==> src/rtl/pipeline_ctrl.sv <==
// Pipeline control: stall/flush/bubble steering for a 5-stage pipeline with
// a data-memory wait state, timeout halt and saturating performance counters.
module pipeline_ctrl #(
    parameter int TIMEOUT = 256
) (
    input  logic        clk,
    input  logic        rst,
    input  logic        hazard_stall,
    input  logic        branch_taken,
    input  logic        mem_req,
    input  logic        mem_ack,
    output logic        pc_en,
    output logic        if_id_en,
    output logic        id_ex_en,
    output logic        ex_mem_en,
    output logic        mem_wb_en,
    output logic        if_id_flush,
    output logic        id_ex_bubble,
    output logic        mem_wb_bubble,
    output logic        mem_err,
    output logic [31:0] stall_cnt,
    output logic [31:0] flush_cnt
);

    localparam int WAIT_W = (TIMEOUT > 1) ? $clog2(TIMEOUT) : 1;
    localparam logic [WAIT_W-1:0] WAIT_LAST = WAIT_W'(TIMEOUT - 1);

    typedef enum logic [1:0] {
        RUN      = 2'd0,
        MEM_WAIT = 2'd1,
        HALT     = 2'd2
    } state_t;

    state_t            state_reg, state_next;
    logic [WAIT_W-1:0] wait_cnt_reg, wait_cnt_next;
    logic              mem_err_reg;
    logic              freeze;
    logic              halted;
    logic [1:0]        cnt_inc;

    always_comb begin
        state_next    = state_reg;
        wait_cnt_next = wait_cnt_reg;
        freeze        = 1'b0;
        halted        = 1'b0;

        case (state_reg)
            RUN: begin
                if (mem_req && !mem_ack) begin
                    freeze     = 1'b1;
                    state_next = MEM_WAIT;
                end
            end
            MEM_WAIT: begin
                // mem_req is don't-care here; only the ack ends the wait
                if (mem_ack) begin
                    state_next    = RUN;
                    wait_cnt_next = '0;
                end else begin
                    freeze = 1'b1;
                    if (wait_cnt_reg == WAIT_LAST) begin
                        state_next    = HALT;
                        wait_cnt_next = '0;
                    end else begin
                        wait_cnt_next = wait_cnt_reg + 1'b1;
                    end
                end
            end
            HALT: begin
                halted = 1'b1;
            end
            default: begin
                state_next    = RUN;
                wait_cnt_next = '0;
            end
        endcase

        pc_en         = 1'b1;
        if_id_en      = 1'b1;
        id_ex_en      = 1'b1;
        ex_mem_en     = 1'b1;
        mem_wb_en     = 1'b1;
        if_id_flush   = 1'b0;
        id_ex_bubble  = 1'b0;
        mem_wb_bubble = 1'b0;

        // Priority: reset/halt, then memory freeze, then load-use stall, then branch
        if (rst || halted) begin
            pc_en         = 1'b0;
            if_id_en      = 1'b0;
            id_ex_en      = 1'b0;
            ex_mem_en     = 1'b0;
            mem_wb_en     = 1'b0;
            if_id_flush   = 1'b1;
            id_ex_bubble  = 1'b1;
            mem_wb_bubble = 1'b1;
        end else if (freeze) begin
            pc_en         = 1'b0;
            if_id_en      = 1'b0;
            id_ex_en      = 1'b0;
            ex_mem_en     = 1'b0;
            mem_wb_bubble = 1'b1;
        end else if (hazard_stall) begin
            pc_en        = 1'b0;
            if_id_en     = 1'b0;
            id_ex_bubble = 1'b1;
        end else if (branch_taken) begin
            if_id_flush = 1'b1;
        end
    end

    always_ff @(posedge clk) begin
        if (rst) begin
            state_reg    <= RUN;
            wait_cnt_reg <= '0;
            mem_err_reg  <= 1'b0;
        end else begin
            state_reg    <= state_next;
            wait_cnt_reg <= wait_cnt_next;
            if (state_next == HALT) begin
                mem_err_reg <= 1'b1;
            end
        end
    end

    assign mem_err = mem_err_reg;

    // Counter 0 counts PC-stalled cycles outside HALT, counter 1 counts IF/ID flushes
    assign cnt_inc[0] = !pc_en && (state_reg != HALT);
    assign cnt_inc[1] = if_id_flush;

    generate
        for (genvar gi = 0; gi < 2; gi++) begin : g_perf_cnt
            logic [31:0] cnt_reg;
            always_ff @(posedge clk) begin
                if (rst) begin
                    cnt_reg <= '0;
                end else if (cnt_inc[gi] && (cnt_reg != 32'hFFFF_FFFF)) begin
                    cnt_reg <= cnt_reg + 32'd1;
                end
            end
        end
    endgenerate

    assign stall_cnt = g_perf_cnt[0].cnt_reg;
    assign flush_cnt = g_perf_cnt[1].cnt_reg;

endmodule

==> config.mk <==
export PLATFORM = sky130hd
export DESIGN_NAME = pipeline_ctrl
export DESIGN_NICKNAME = d
export VERILOG_FILES = /design/src/rtl/pipeline_ctrl.sv
export SDC_FILE = /design/constraint.sdc
export NUM_CORES = 1
export LEC_CHECK = 0
export ABC_CLOCK_PERIOD_IN_PS = 2800
export CAP_MARGIN = 20
export CORE_MARGIN = 3
export CORE_UTILIZATION = 52
export CTS_CLUSTER_DIAMETER = 80
export CTS_CLUSTER_SIZE = 20
export DETAILED_ROUTE_END_ITERATION = 7
export PLACE_DENSITY = 0.81
export SYNTH_ARGS = -nofsm -noshare
export SYNTH_HDL_FRONTEND = slang
export SYNTH_SLANG_ARGS = --single-unit
==> constraint.sdc <==
create_clock -name clk -period 2.8 [get_ports clk]
set_input_delay 0.56 -clock clk [delete_from_list [all_inputs] [get_ports clk]]
set_output_delay 0.56 -clock clk [all_outputs]
set_load 0.1 [all_outputs]
==> results.txt <==
The layout cell share with drive strength beyond 1 is 0.2615. For this run, the post-layout net count is 570. The met2 capacity usage during global routing came out at 0.4161. Yosys attributes the largest share of cell area to sky130_fd_sc_hd__dfxtp_1 37%, sky130_fd_sc_hd__a21oi_1 4.6%, sky130_fd_sc_hd__nor2_1 4.5%.

For this design, the CTS-stage hold fixing added 0 buffers. The deepest level of the CTS H-tree came out at 3. The worst-case IR drop observed on VDD is 293.2 uV. The area of the placeable core came out at 7408 um2. The clock drives 75 sinks. The async set or reset register ratio after synthesis came out at 0. The deepest clock path buffer count is 2. In the post-synthesis netlist, the cell with the most instances is sky130_fd_sc_hd__dfxtp_1. The number of placement rows came out at 31. The hold violation count in the final report is 0. The clock transition at the registers of the reported paths came out at 0.08 ns.

The register bit total from synthesis came out at 75. The run finished with clean final reports. The number of max-cap violations came out at 0. The boundary pin count is 79.

By startpoint and endpoint, the worst setup path is classified as in2out. Counting every instance in the synthesized netlist gives 479. The routed via count divided by cell count is 6.122. The number of design-rule violations left by the first detailed-router iteration is 193. The synthesized cell area came out at 4061 um2. The max-slew violation total from the final report is 0. The initial utilization of the core area, before any placement, comes to 0.5482.

The largest clock skew in the final design came out at roughly 0.0085 ns. The source-to-sink clock delay at the later pin of the worst-skew pair is 0.34 ns. The number of buffers added on ports is between 70 and 80. The synthesized net count came out at 488. The average cell area after synthesis came out at 8.479 um2. Along the worst path, the maximum fanout reaches 7.

The worst setup path is launched from a primary input. The TritonCTS buffer count came out at 9. At the end of routability-driven placement, the weighted congestion stood at around 0.85. The worst slew margin relative to its limit came out at 0.5212. The area added between synthesis and finish is 27.94%. The antenna diode count came out at 0. The number of synthesized flops with an enable pin is 0. The die covers 8907 um2. The biggest area contributor in the post-synthesis netlist is sky130_fd_sc_hd__dfxtp_1. The total global routing overflow came out at 0. The average wire length per cell after detail routing is 15.89 um.

The total power consumption of the routed design is 2430 uW. The number of global-route vias before repair is 3776. Of the post-synthesis cell area, the dominant cell type holds 0.3697. The initial antenna violation count is 0. The met3 capacity usage during global routing is 0.05737. The yosys synthesis warning count is 0.

The root buffer cell is sky130_fd_sc_hd__clkbuf_8. The number of gates resized after CTS was 0. The global-route wire length before repair is 17.67 mm.

The worst endpoint data arrival time came out at 2.10 ns. For this run, the total global-route usage over all layers was measured as 0.2440. The die is 94.38 um wide.

The areal power density over the cells came out at roughly 470 nW/um2. Setup repair after global routing left no endpoint under its margin. Setup violations remaining at the end of the flow were counted as 0. After global routing, the most crowded layer is met2. In this run the remaining antenna-violating nets after routing total 0.

The remaining design rule violation count is 0. The prevailing post-synth register cell is sky130_fd_sc_hd__dfxtp_1. The endpoint kind of the worst setup timing path is an output pin. The routed layout has roughly 4100 vias.

For met1 alone, demand over resource in global routing was 0.3078. The number of search-and-repair iterations in the first detailed-routing pass is 5. The count of cells along the worst register-to-register path is 6. The transition time at the pin with the least slew margin is 0.7156 ns. Once layout is complete, the utilization of the core stands at 0.7014. The placed wire-length estimate came out at 7.592 mm. For this design the static power due to leakage is 0.001928 uW. After synthesis, the netlist uses roughly 60 different library cells. At the worst endpoint, the required time is 2.24 ns.

The clock period minus worst slack is 2.659 ns. The achievable clock frequency is around 380 MHz. The worst hold path stage count came out at 1. In this run the post-CTS setup repair buffer count came out at 0. Wires add up to 10.57 mm.

In this run the worst hold path is classified as reg2reg. The ratio of final minimum period to clock period came out at 0.9498. Of the synthesized area, sequential elements account for 0.3697.

After synthesis, the most frequently instantiated cells are 75 x sky130_fd_sc_hd__dfxtp_1, 49 x sky130_fd_sc_hd__nor2_1, 37 x sky130_fd_sc_hd__a21oi_1, 37 x sky130_fd_sc_hd__nand2_1, 25 x sky130_fd_sc_hd__nand3_1. The largest net degree at the start of global routing came out at 38. The TritonCTS clock tree is done. The die is about 94 um tall.
[critical path, cell delays in order]
cell and delay, ns:
sky130_fd_sc_hd__clkdlybuf4s50_1 0.41, sky130_fd_sc_hd__or2_2 0.30, sky130_fd_sc_hd__o211a_1 0.33, sky130_fd_sc_hd__nor2_1 0.21, sky130_fd_sc_hd__inv_1 0.10, sky130_fd_sc_hd__buf_12 0.17
[stage by stage]
stage	cell area (um2)	TNS [ns]	worst slack (ns)	std cells	hold slack [ns]
after CTS	5196	0	0.1454	665	0.4703
final	5196	0	0.1406	665	0.4611
after floorplan	4151	-0.4496	-0.3070	479	0.4483
after detailed placement	4936	0	0.1479	649	0.4515
after global routing	5196	0	0.1131	665	0.4908
after global placement	4936	0	0.1848	649	0.4404
[cell type report]
cell class / instances / area (um2)
clock inverters: 4 / 95.09
repair buffers: 95 / 820.8
multi-input cells: 364 / 2405
clock buffers: 12 / 165.2
flip-flops and latches: 75 / 1506
well taps: 99 / 123.9
fillers: 595 / 2212
inverters: 16 / 80.08
[report_power, final]
part	total, uW	internal, uW	switching [uW]	leakage (uW)
clock	1060	664	399	0.000133
combinational	275	79.0	196	0.00119
sequential	1090	1080	14.6	0.000606
total	2430	1820	609	0.00193
[cell families after synthesis]
family          after synthesis  synth area share
xor+xnor                     17           0.03666
simple gates                217            0.3164
flops                        75            0.3697
fa+ha+maj                     3          0.009243
buf+inv                      40           0.04806
compound gates              116            0.1907
mux                          11           0.02927
[path summary, 6_finish.rpt]
check                        to  slack [ns]    startpoint
setup / recovery    if_id_flush        0.14       mem_ack
hold / removal          mem_err        0.46       mem_err
hold reg to reg         mem_err        0.46       mem_err
setup reg to reg  flush_cnt[19]        0.50  flush_cnt[1]
[routing by layer]
metal  wire (um)  vias to the layer above
met5           0                        -
li1            -                     1987
met3         572                       17
met1        4650                     1952
met4         153                        0
met2        5192                      115
[cell usage in the layout, fill, tap and decap left out, types with 5 or more instances in the layout]
cell,count
sky130_fd_sc_hd__clkbuf_8,12
sky130_fd_sc_hd__inv_1,13
sky130_fd_sc_hd__xnor2_1,12
sky130_fd_sc_hd__dfxtp_1,71
sky130_fd_sc_hd__and4_1,5
sky130_fd_sc_hd__and3_1,8
sky130_fd_sc_hd__xor2_1,5
sky130_fd_sc_hd__nor2b_1,8
sky130_fd_sc_hd__o211ai_1,5
sky130_fd_sc_hd__or4_1,22
sky130_fd_sc_hd__nand2_1,35
sky130_fd_sc_hd__a311oi_1,5
sky130_fd_sc_hd__nor3_1,6
sky130_fd_sc_hd__nor4_1,7
sky130_fd_sc_hd__nand4_1,12
sky130_fd_sc_hd__a2111oi_0,5
sky130_fd_sc_hd__a21oi_1,37
sky130_fd_sc_hd__or3_1,12
sky130_fd_sc_hd__nor2_1,48
sky130_fd_sc_hd__nand3_1,25
sky130_fd_sc_hd__o31ai_1,20
sky130_fd_sc_hd__buf_4,82
sky130_fd_sc_hd__o21ai_0,16
sky130_fd_sc_hd__mux2_2,7
sky130_fd_sc_hd__buf_12,8
Note: power is estimated with default switching activity, not from simulation.
